[config.mk]
export PLATFORM = sky130hd
export DESIGN_NAME = mult_wb_arbiter
export DESIGN_NICKNAME = d
export VERILOG_FILES = /design/src/rtl/mult_wb_arbiter_pkg.sv /design/src/rtl/mult_wb_fifo.sv /design/src/rtl/mult_wb_arbiter.sv
export SDC_FILE = /design/constraint.sdc
export NUM_CORES = 1
export LEC_CHECK = 0
export CAP_MARGIN = 5
export CELL_PAD_IN_SITES_DETAIL_PLACEMENT = 2
export CELL_PAD_IN_SITES_GLOBAL_PLACEMENT = 2
export CORE_MARGIN = 3
export CORE_UTILIZATION = 33
export CTS_BUF_LIST = sky130_fd_sc_hd__clkbuf_8
export CTS_CLUSTER_DIAMETER = 50
export DETAILED_ROUTE_END_ITERATION = 8
export PLACE_DENSITY = 0.82
export SLEW_MARGIN = 15
export SYNTH_ARGS = -nofsm -noshare
export SYNTH_HDL_FRONTEND = slang
export SYNTH_SLANG_ARGS = --single-unit
export TNS_END_PERCENT = 1
[constraint.sdc]
create_clock -name clk -period 2.7 [get_ports clk]
set_input_delay 0.81 -clock clk [delete_from_list [all_inputs] [get_ports clk]]
set_output_delay 0.81 -clock clk [all_outputs]
set_load 0.02 [all_outputs]
[src/rtl/mult_wb_arbiter_pkg.sv]
// Shared types for the multiply writeback arbiter: datapath defaults and the
// packed holding-FIFO entry.
package mult_wb_arbiter_pkg;

    localparam int unsigned MWB_REG_SIZE = 32;
    localparam int unsigned MWB_REG_ADDR = 5;

    typedef struct packed {
        logic [MWB_REG_ADDR-1:0] wreg;
        logic [MWB_REG_SIZE-1:0] result;
        logic                    zero;
        logic                    overflow;
        logic                    valid;
    } mwb_entry_t;

endpackage

[src/rtl/mult_wb_fifo.sv]
// Holding FIFO for multiply results that lost writeback arbitration; supports
// invalidating buffered entries whose destination is overwritten by a younger write.
module mult_wb_fifo
    import mult_wb_arbiter_pkg::*;
#(
    parameter int unsigned DEPTH = 2
) (
    input  logic                             clk,
    input  logic                             reset,
    input  logic                             push_i,
    input  mwb_entry_t                       push_entry_i,
    input  logic                             pop_i,
    input  logic                             inval_i,
    input  logic [MWB_REG_ADDR-1:0]          inval_addr_i,
    output mwb_entry_t                       head_o,
    output logic [$clog2(DEPTH+1)-1:0]       count_o,
    output logic                             full_o,
    output logic                             empty_o
);

    localparam int unsigned PTR_W = $clog2(DEPTH);
    localparam int unsigned CNT_W = $clog2(DEPTH + 1);

    mwb_entry_t        mem_q [DEPTH];
    mwb_entry_t        mem_d [DEPTH];
    logic [PTR_W-1:0]  rd_ptr_q, rd_ptr_d;
    logic [PTR_W-1:0]  wr_ptr_q, wr_ptr_d;
    logic [CNT_W-1:0]  count_q, count_d;
    logic              push_ok, pop_ok;

    assign full_o  = (count_q == CNT_W'(DEPTH));
    assign empty_o = (count_q == '0);
    assign count_o = count_q;
    assign head_o  = mem_q[rd_ptr_q];
    assign push_ok = push_i && !full_o;
    assign pop_ok  = pop_i && !empty_o;

    // Invalidate first, then pop, then push: a pushed entry never matches the
    // invalidate address because the arbiter drops same-cycle WAW multiplies.
    always_comb begin
        mem_d    = mem_q;
        rd_ptr_d = rd_ptr_q;
        wr_ptr_d = wr_ptr_q;
        count_d  = count_q;
        for (int i = 0; i < int'(DEPTH); i++) begin
            if (inval_i && mem_q[i].valid && (mem_q[i].wreg == inval_addr_i)) begin
                mem_d[i].valid = 1'b0;
            end
        end
        if (pop_ok) begin
            mem_d[rd_ptr_q].valid = 1'b0;
            rd_ptr_d              = rd_ptr_q + PTR_W'(1);
        end
        if (push_ok) begin
            mem_d[wr_ptr_q] = push_entry_i;
            wr_ptr_d        = wr_ptr_q + PTR_W'(1);
        end
        case ({push_ok, pop_ok})
            2'b10:   count_d = count_q + CNT_W'(1);
            2'b01:   count_d = count_q - CNT_W'(1);
            default: count_d = count_q;
        endcase
    end

    always_ff @(posedge clk) begin
        if (reset) begin
            for (int i = 0; i < int'(DEPTH); i++) begin
                mem_q[i] <= '0;
            end
            rd_ptr_q <= '0;
            wr_ptr_q <= '0;
            count_q  <= '0;
        end else begin
            mem_q    <= mem_d;
            rd_ptr_q <= rd_ptr_d;
            wr_ptr_q <= wr_ptr_d;
            count_q  <= count_d;
        end
    end

endmodule

[src/rtl/mult_wb_arbiter.sv]
// Register-file writeback arbiter: ALU first, then buffered multiply results.
// Define MULT_WB_BYPASS_EN to write an unbuffered multiply result directly.
module mult_wb_arbiter
    import mult_wb_arbiter_pkg::*;
#(
    parameter int unsigned REG_SIZE = MWB_REG_SIZE,
    parameter int unsigned REG_ADDR = MWB_REG_ADDR,
    parameter int unsigned DEPTH    = 2
) (
    input  logic                clk,
    input  logic                reset,
    input  logic                alu_regwrite,
    input  logic [REG_ADDR-1:0] alu_wreg,
    input  logic [REG_SIZE-1:0] alu_result,
    input  logic                mul_valid,
    input  logic [REG_ADDR-1:0] mul_wreg,
    input  logic [REG_SIZE-1:0] mul_result,
    input  logic                mul_zero,
    input  logic                mul_overflow,
    output logic                mul_stall,
    output logic                rf_we,
    output logic [REG_ADDR-1:0] rf_waddr,
    output logic [REG_SIZE-1:0] rf_wdata,
    output logic                rf_zero,
    output logic                rf_overflow
);

    localparam int unsigned CNT_W = $clog2(DEPTH + 1);

    mwb_entry_t          push_entry;
    mwb_entry_t          head;
    logic [CNT_W-1:0]    fifo_count;
    logic                fifo_full, fifo_empty;
    logic                push, pop;
    logic                mul_acc, mul_keep;

    logic                rf_we_q, rf_we_d;
    logic [REG_ADDR-1:0] rf_waddr_q, rf_waddr_d;
    logic [REG_SIZE-1:0] rf_wdata_q, rf_wdata_d;
    logic                rf_zero_q, rf_zero_d;
    logic                rf_overflow_q, rf_overflow_d;

    assign mul_stall = (fifo_count == CNT_W'(DEPTH));

    // A multiply to r0, or to the same register as a concurrent ALU write, is dropped.
    assign mul_acc  = mul_valid && !fifo_full;
    assign mul_keep = mul_acc && (mul_wreg != '0)
                      && !(alu_regwrite && (alu_wreg == mul_wreg));

    always_comb begin
        push_entry          = '0;
        push_entry.wreg     = mul_wreg;
        push_entry.result   = mul_result;
        push_entry.zero     = mul_zero;
        push_entry.overflow = mul_overflow;
        push_entry.valid    = 1'b1;
    end

    always_comb begin
        rf_we_d       = 1'b0;
        rf_waddr_d    = '0;
        rf_wdata_d    = '0;
        rf_zero_d     = 1'b0;
        rf_overflow_d = 1'b0;
        pop           = 1'b0;
        push          = mul_keep;
        if (alu_regwrite) begin
            if (alu_wreg != '0) begin
                rf_we_d    = 1'b1;
                rf_waddr_d = alu_wreg;
                rf_wdata_d = alu_result;
            end
        end else if (!fifo_empty) begin
            pop = 1'b1;
            if (head.valid && (head.wreg != '0)) begin
                rf_we_d       = 1'b1;
                rf_waddr_d    = head.wreg;
                rf_wdata_d    = head.result;
                rf_zero_d     = head.zero;
                rf_overflow_d = head.overflow;
            end
        end
`ifdef MULT_WB_BYPASS_EN
        else if (mul_keep) begin
            push          = 1'b0;
            rf_we_d       = 1'b1;
            rf_waddr_d    = mul_wreg;
            rf_wdata_d    = mul_result;
            rf_zero_d     = mul_zero;
            rf_overflow_d = mul_overflow;
        end
`endif
    end

    mult_wb_fifo #(
        .DEPTH(DEPTH)
    ) u_fifo (
        .clk          (clk),
        .reset        (reset),
        .push_i       (push),
        .push_entry_i (push_entry),
        .pop_i        (pop),
        .inval_i      (alu_regwrite),
        .inval_addr_i (alu_wreg),
        .head_o       (head),
        .count_o      (fifo_count),
        .full_o       (fifo_full),
        .empty_o      (fifo_empty)
    );

    always_ff @(posedge clk) begin
        if (reset) begin
            rf_we_q       <= 1'b0;
            rf_waddr_q    <= '0;
            rf_wdata_q    <= '0;
            rf_zero_q     <= 1'b0;
            rf_overflow_q <= 1'b0;
        end else begin
            rf_we_q       <= rf_we_d;
            rf_waddr_q    <= rf_waddr_d;
            rf_wdata_q    <= rf_wdata_d;
            rf_zero_q     <= rf_zero_d;
            rf_overflow_q <= rf_overflow_d;
        end
    end

    assign rf_we       = rf_we_q;
    assign rf_waddr    = rf_waddr_q;
    assign rf_wdata    = rf_wdata_q;
    assign rf_zero     = rf_zero_q;
    assign rf_overflow = rf_overflow_q;

endmodule

==> results of run 1 <==
## area by class of cell
class	instances	area [um2]
tap	216	270
fill	1702	8620
multi-input combinational	368	2800
sequential	124	2480
clock inverter	12	121
clock buffer	20	275
inverter	5	18.8
timing repair buffer	149	1530
## through the flow
step | std cells | util, % | total power, uW | TNS (ns)
final | 894 | 46.5 | 5220 | 0
after detailed placement | 862 | 44.0 | 3640 | -6.29
after global routing | 894 | 46.5 | 5530 | 0
after global placement | 862 | 44.0 | 3560 | -2.67
after CTS | 894 | 46.5 | 5300 | 0
after floorplan | 532 | - | 3100 | 0
## power by group through the flow
| stage | Clock (uW) | Combinational, uW | Sequential [uW] |
|---|---|---|---|
| after CTS | 1680 | 1450 | 2180 |
| final | 1630 | 1420 | 2180 |
| after floorplan | 0 | 909 | 2190 |
| after global placement | 0 | 1370 | 2190 |
| after detailed placement | 0 | 1430 | 2210 |
| after global routing | 1800 | 1530 | 2200 |
## worst max-delay path: cells and delay by family (launching register included)
| family | cells | cell delay (ns) |
|---|---|---|
| AND/OR/NAND/NOR | 1 | 0.24 |
| buffers and inverters | 2 | 0.69 |
| flip-flops | 1 | 0.35 |
## cells in the final DEF, fill, tap and decap left out, types with 3 or more instances in the layout
cell type	count
sky130_fd_sc_hd__xnor2_1	13
sky130_fd_sc_hd__clkinv_2	5
sky130_fd_sc_hd__xor2_1	5
sky130_fd_sc_hd__nor2_1	6
sky130_fd_sc_hd__a21oi_1	3
sky130_fd_sc_hd__o21ai_0	3
sky130_fd_sc_hd__buf_12	9
sky130_fd_sc_hd__clkdlybuf4s50_1	119
sky130_fd_sc_hd__o21ai_1	14
sky130_fd_sc_hd__clkbuf_8	20
sky130_fd_sc_hd__dfxtp_1	123
sky130_fd_sc_hd__inv_1	6
sky130_fd_sc_hd__buf_4	20
sky130_fd_sc_hd__o21ai_2	20
sky130_fd_sc_hd__nand2_1	39
sky130_fd_sc_hd__mux2i_1	117
sky130_fd_sc_hd__nand2b_1	118
## cell families after synthesis
group | Yosys count
simple gates | 175
flops | 124
mux | 119
compound gates | 55
buf+inv | 40
xor+xnor | 18
fa+ha+maj | 1
## worst paths after layout
check                                       from                       endpoint  slack (ns)  cells after the start
setup / recovery  u_fifo.count_o[0]$_SDFFE_PP0P_                      mul_stall        0.17                      3
hold / removal     u_fifo.mem_q[25]$_SDFFE_PP0P_  u_fifo.mem_q[25]$_SDFFE_PP0P_        0.48                      2
setup reg to reg   u_fifo.mem_q[37]$_SDFFE_PP0P_         rf_wdata[6]$_SDFF_PP0_        0.77                      5
hold reg to reg    u_fifo.mem_q[25]$_SDFFE_PP0P_  u_fifo.mem_q[25]$_SDFFE_PP0P_        0.48                      2
## flip-flops by register name, indices dropped and copies added, names as in the netlist
signal,count
u_fifo.count_o,2
rf_zero,1
rf_wdata,32
rf_overflow,1
rf_waddr,5
u_fifo.rd_ptr_q,1
rf_we,1
u_fifo.wr_ptr_q,1
u_fifo.mem_q,80
## synth_stat cells
| master | instances |
|---|---|
| sky130_fd_sc_hd__o21ai_4 | 1 |
| sky130_fd_sc_hd__buf_4 | 4 |
| sky130_fd_sc_hd__nand2_1 | 39 |
| sky130_fd_sc_hd__o2111ai_2 | 2 |
| sky130_fd_sc_hd__xnor2_1 | 13 |
| sky130_fd_sc_hd__o221ai_1 | 2 |
| sky130_fd_sc_hd__o21ai_2 | 20 |
| sky130_fd_sc_hd__o211ai_1 | 1 |
| sky130_fd_sc_hd__nand2b_1 | 118 |
| sky130_fd_sc_hd__nor3_1 | 1 |
| sky130_fd_sc_hd__buf_2 | 2 |
| sky130_fd_sc_hd__or4_1 | 2 |
| sky130_fd_sc_hd__nand4_1 | 2 |
| sky130_fd_sc_hd__xor2_1 | 5 |
| sky130_fd_sc_hd__clkbuf_1 | 22 |
| sky130_fd_sc_hd__or3_1 | 2 |
| sky130_fd_sc_hd__a21oi_2 | 1 |
| sky130_fd_sc_hd__mux2_2 | 2 |
| sky130_fd_sc_hd__nor4_4 | 1 |
| sky130_fd_sc_hd__a22o_1 | 1 |
| sky130_fd_sc_hd__nor2b_1 | 1 |
| sky130_fd_sc_hd__o21bai_1 | 1 |
| sky130_fd_sc_hd__inv_1 | 5 |
| sky130_fd_sc_hd__dfxtp_1 | 124 |
| sky130_fd_sc_hd__nor2_1 | 6 |
| sky130_fd_sc_hd__buf_6 | 7 |
| sky130_fd_sc_hd__a21oi_4 | 1 |
| sky130_fd_sc_hd__mux2i_1 | 117 |
| sky130_fd_sc_hd__o21ai_1 | 14 |
| sky130_fd_sc_hd__o21ai_0 | 3 |
| sky130_fd_sc_hd__and2_0 | 1 |
| sky130_fd_sc_hd__o21a_1 | 1 |
| sky130_fd_sc_hd__or4_4 | 1 |
| sky130_fd_sc_hd__or4b_1 | 1 |
| sky130_fd_sc_hd__o22a_1 | 1 |
| sky130_fd_sc_hd__a21oi_1 | 3 |
| sky130_fd_sc_hd__ha_1 | 1 |
| sky130_fd_sc_hd__a21o_1 | 3 |
## routing by layer
metal / track usage, % / routed length, um
met5: 0 / 0
met1: 21.1 / 7010
met2: 35.3 / 8790
met3: 4.99 / 625
met4: 4.93 / 176
==> impl_metrics.ini, run 1 <==
[clock_network]
worstSkewPairLatency_ns = 0.45
worst_setup_hold_path_clk_slew_ns = 0.07
clock_sink_count = 124
cts_htree_levels = 4
cts_made_buffers = 17
cts-hold-fix-buffers = 0
clock_tree_from_tritoncts = done
cts_root_buf = sky130_fd_sc_hd__clkbuf_8
max_buffers_root_to_sink = 2
post_cts_buffers = 0
cts.repair.resized = 0

[yosys]
count_of_cell_types_in_the_netlist = 38
area_share_of_the_largest_cell_type_after_synthesis_pct = 45.1
yosys-top-cells-area = sky130_fd_sc_hd__dfxtp_1 (45%), sky130_fd_sc_hd__mux2i_1 (21%), sky130_fd_sc_hd__nand2b_1 (13%), sky130_fd_sc_hd__o21ai_2 (3.2%), sky130_fd_sc_hd__nand2_1 (2.7%)
synth_warn = 0
synth_area_leader_cell = sky130_fd_sc_hd__dfxtp_1
syn-instance-count = 532
yosys_register_bits = 124
synth_fa_ha_area_share_pct = 0.227
synth-xor-area-share_pct = 2.87
synthSimpleGateAreaFrac_pct = 18.3
share_of_synthesized_area_spent_on_multiplexers_pct = 21.7
fraction_of_the_yosys_area_taken_by_sequential_cells_pct = 45.1
synth-compound-area-share_pct = 7.76
post_synth_instance_area_mm2 = 0.00550
synth_fp_nets = 613
syn_area_per_cell_um2 = 10.3
synth_top_family_by_area = multiplexers

[final_layout]
drive_gt1_share_pct = 13.6
synthToLayoutAreaGrowth_pct = 36.3
finish.net_count = 746
antenna-diode-count = 0
final_design_area_no_fill_mm2 = 0.00749

[worst_setup_path]
cp_cell_sequence = nand2b_1 -> inv_1 -> clkdlybuf4s50_1
critPathArrivalTime_ns = 1.72
startpoint_kind_of_the_worst_setup_timing_path = register
critPathSlowestCell = sky130_fd_sc_hd__clkdlybuf4s50_1
cp_max_fo = 4
timing.setup.critical_path_class = register to output port
crit_path_max_incr_delay_ns = 0.60
worstSetupEndpointType = output port
critical_path_required_ns = 1.89

[global_routing]
grt_antenna_before_repair = 0
grt_use_total_pct = 18.9
first_global_vias = 5001
grt_overflow = 0
grt_start_max_net_pins = 103
first_pass_grt_wire_length_um = 26600

[sta]
max_clock_freq_mhz = 396
timing.final.ws_setup_ns = 0.172
hold_viol = 0
finalCriticalPeriod_ns = 2.53
slew-limit-headroom_pct = 50.9
maxSlewViolCount = 0
worst_tran_pin_value_ns = 0.736
finalSetupViolCount = 0
finalClockSkew_ns = 0.00923
timing.final.crit_share_pct = 93.6
worst_hold_slack_ns = 0.478
grt_setup_unrepaired = false

[detailed_routing]
post_drt_wl_per_cell_um = 18.6
drt.antenna.violating_nets = 0
route.vias.total = 4272
avgViaCountPerCell = 4.78
drt_pass1_iterations = 6
remaining_drc_errors = 0
totalWireLength_um = 16600
drt_iter0_drc = 154

[floorplan]
core_area_mm2 = 0.0161
placementRows = 46
die_w_um = 135
initial_utilization_pct = 34.1
io-pin-count = 121
design.die.area_mm2 = 0.0183
die_h_um = 135

[place]
dpl_cell_area_mm2 = 0.00710
globalplace.congestion = 0.801
numPortBuffers = 120
place_worst_setup_slack_ns = -0.293
detailed_place_hpwl_um = 11600

[hold_path]
hold_class = register to register

[power_and_ir_drop]
pwr_density_cell_mw_per_mm2 = 697
comb_power_share_pct = 27.1
proportion_of_power_drawn_by_flip_flops_and_latches_pct = 41.6
netSwitchingFraction_pct = 30.6
cellInternalPower_uw = 3630
maximum_resistive_drop_on_vdd_uv = 394
leakage_uw = 0.00295
switching_power_uw = 1600
power.clock.fraction_pct = 31.2

[job]
max_cap_viol_count = 0

[outcome]
status = complete, no violations
Power figures use the tool's default switching activity.
==> inputs of run 2 (changes only) <==
==> constraint.sdc (replaced) <==
create_clock -name clk -period 2.7 [get_ports clk]
set_input_delay 0.81 -clock clk [delete_from_list [all_inputs] [get_ports clk]]
set_output_delay 0.81 -clock clk [all_outputs]
set_load 0.05 [all_outputs]
==> run 2 against run 1 <==
Effect of this change:
- sequential share of layout area about the same
- power grew 1.3%
- highest routed layer unchanged
- largest cell class unchanged
- sequential cell count unchanged
- cell count unchanged
- final area about the same
==> impl_metrics.ini, run 2 (same netlist as run 1, synthesis figures left out) <==
[outcome]
status = complete, no violations

[detailed_routing]
route.vias.total = 4255
remaining_drc_errors = 0
drt_pass1_iterations = 4
drt_iter0_drc = 158
totalWireLength_um = 16600
drt.antenna.violating_nets = 0
avgViaCountPerCell = 4.76
post_drt_wl_per_cell_um = 18.5

[clock_network]
cts_root_buf = sky130_fd_sc_hd__clkbuf_8
max_buffers_root_to_sink = 2
clock_tree_from_tritoncts = done
worstSkewPairLatency_ns = 0.45
clock_sink_count = 124
cts-hold-fix-buffers = 0
post_cts_buffers = 0
cts_htree_levels = 4
cts_made_buffers = 17
worst_setup_hold_path_clk_slew_ns = 0.07
cts.repair.resized = 1

[sta]
finalClockSkew_ns = 0.00926
timing.final.crit_share_pct = 93.4
worst_tran_pin_value_ns = 0.736
finalCriticalPeriod_ns = 2.52
hold_viol = 0
timing.final.ws_setup_ns = 0.178
max_clock_freq_mhz = 396
maxSlewViolCount = 0
slew-limit-headroom_pct = 50.9
grt_setup_unrepaired = false
finalSetupViolCount = 0

[place]
numPortBuffers = 120
globalplace.congestion = 0.801
detailed_place_hpwl_um = 11600
place_worst_setup_slack_ns = -0.293
place_inst = 862

[global_routing]
grt_overflow = 0
grt_start_max_net_pins = 103
met2_usage_pct = 35.3
grt_antenna_before_repair = 0
first_pass_grt_wire_length_um = 26700
busiest_layer = met2
groute.layer.met3.usage_pct = 4.99
groute.layer.met1.usage_pct = 21.2
first_global_vias = 5001
grt_use_total_pct = 18.9

[hold_path]
hold_class = register to register

[power_and_ir_drop]
pwr_density_cell_mw_per_mm2 = 706
fin_total_pwr_uw = 5290
maximum_resistive_drop_on_vdd_uv = 395
leakage_uw = 0.00295

[floorplan]
die_h_um = 135
initial_utilization_pct = 34.1
io-pin-count = 121
design.die.area_mm2 = 0.0183
placementRows = 46
die_w_um = 135
core_area_mm2 = 0.0161

[final_layout]
synthToLayoutAreaGrowth_pct = 36.2
finish.net_count = 746
register_with_the_most_flip_flops = u_fifo.mem_q
antenna-diode-count = 0
drive_gt1_share_pct = 13.6
final_cell_mix = sky130_fd_sc_hd__dfxtp_1 (123), sky130_fd_sc_hd__nand2b_1 (118), sky130_fd_sc_hd__clkdlybuf4s50_1 (118)
largest_reg_flops = 80
final-instance-count-excl-fill = 894
final_common_cell = sky130_fd_sc_hd__dfxtp_1

[worst_setup_path]
critPathArrivalTime_ns = 2.89
startpoint_kind_of_the_worst_setup_timing_path = input port
timing.setup.critical_path_class = input port to register
cp_cell_sequence = clkdlybuf4s50_1 -> or4_4 -> o211ai_1 -> a21o_1 -> ha_1 -> or3_1 -> a21oi_1
critical_path_required_ns = 3.07
critPathSlowestCell = sky130_fd_sc_hd__or4_4
cp_max_fo = 3
worstSetupEndpointType = register
crit_path_max_incr_delay_ns = 0.55

[job]
max_cap_viol_count = 0
-- run 2: cell types whose count changed in the layout (fill, tap and decap cells not counted), sizes merged --
cell,before,now
clkdlybuf4s50,119,118
dlygate4sd2,0,1
-- run 2: final cells by class --
class	instances	area (um2)
fillers	1703	8620
clock buffers	20	275
inverters	5	18.8
multi-input cells	368	2800
clock inverters	12	121
flip-flops and latches	124	2480
repair buffers	149	1530
well taps	216	270
-- run 2: stage by stage --
step | hold slack [ns] | utilization (%) | area [um2] | TNS, ns
after floorplan | 0.448 | - | 5500 | 0
after global placement | 0.457 | 44.0 | 7100 | -2.67
after detailed placement | 0.472 | 44.0 | 7100 | -6.29
after CTS | 0.483 | 46.5 | 7490 | 0
after global routing | 0.499 | 46.5 | 7490 | 0
final | 0.478 | 46.5 | 7490 | 0
-- run 2: report_power, final --
part           internal [uW]  switching (uW)
Combinational            705             781
Sequential              2030             142
Clock                    883             749
Total                   3620            1670
-- run 2: final timing paths --
| path | start | end | slack, ns | cells after the start |
|---|---|---|---|---|
| setup / recovery | mul_wreg[1] | u_fifo.count_o[1]$_SDFFE_PP0P_ | 0.18 | 7 |
| hold / removal | u_fifo.mem_q[25]$_SDFFE_PP0P_ | u_fifo.mem_q[25]$_SDFFE_PP0P_ | 0.48 | 2 |
| setup reg to reg | u_fifo.mem_q[37]$_SDFFE_PP0P_ | rf_wdata[6]$_SDFF_PP0_ | 0.77 | 5 |
| hold reg to reg | u_fifo.mem_q[25]$_SDFFE_PP0P_ | u_fifo.mem_q[25]$_SDFFE_PP0P_ | 0.48 | 2 |
-- run 2: routing by layer --
layer	vias up	share of wire (%)
li1	2055	-
met1	2097	42
met2	90	53
met3	13	4.0
met4	0	1.0
met5	-	0
-- run 2: critical path, delay by kind of cell --
family / cells / cell delay, ns
adders and majority gates: 1 / 0.26
AOI/OAI and AO/OA: 3 / 0.45
buffers and inverters: 1 / 0.43
and+or+nand+nor: 2 / 0.94
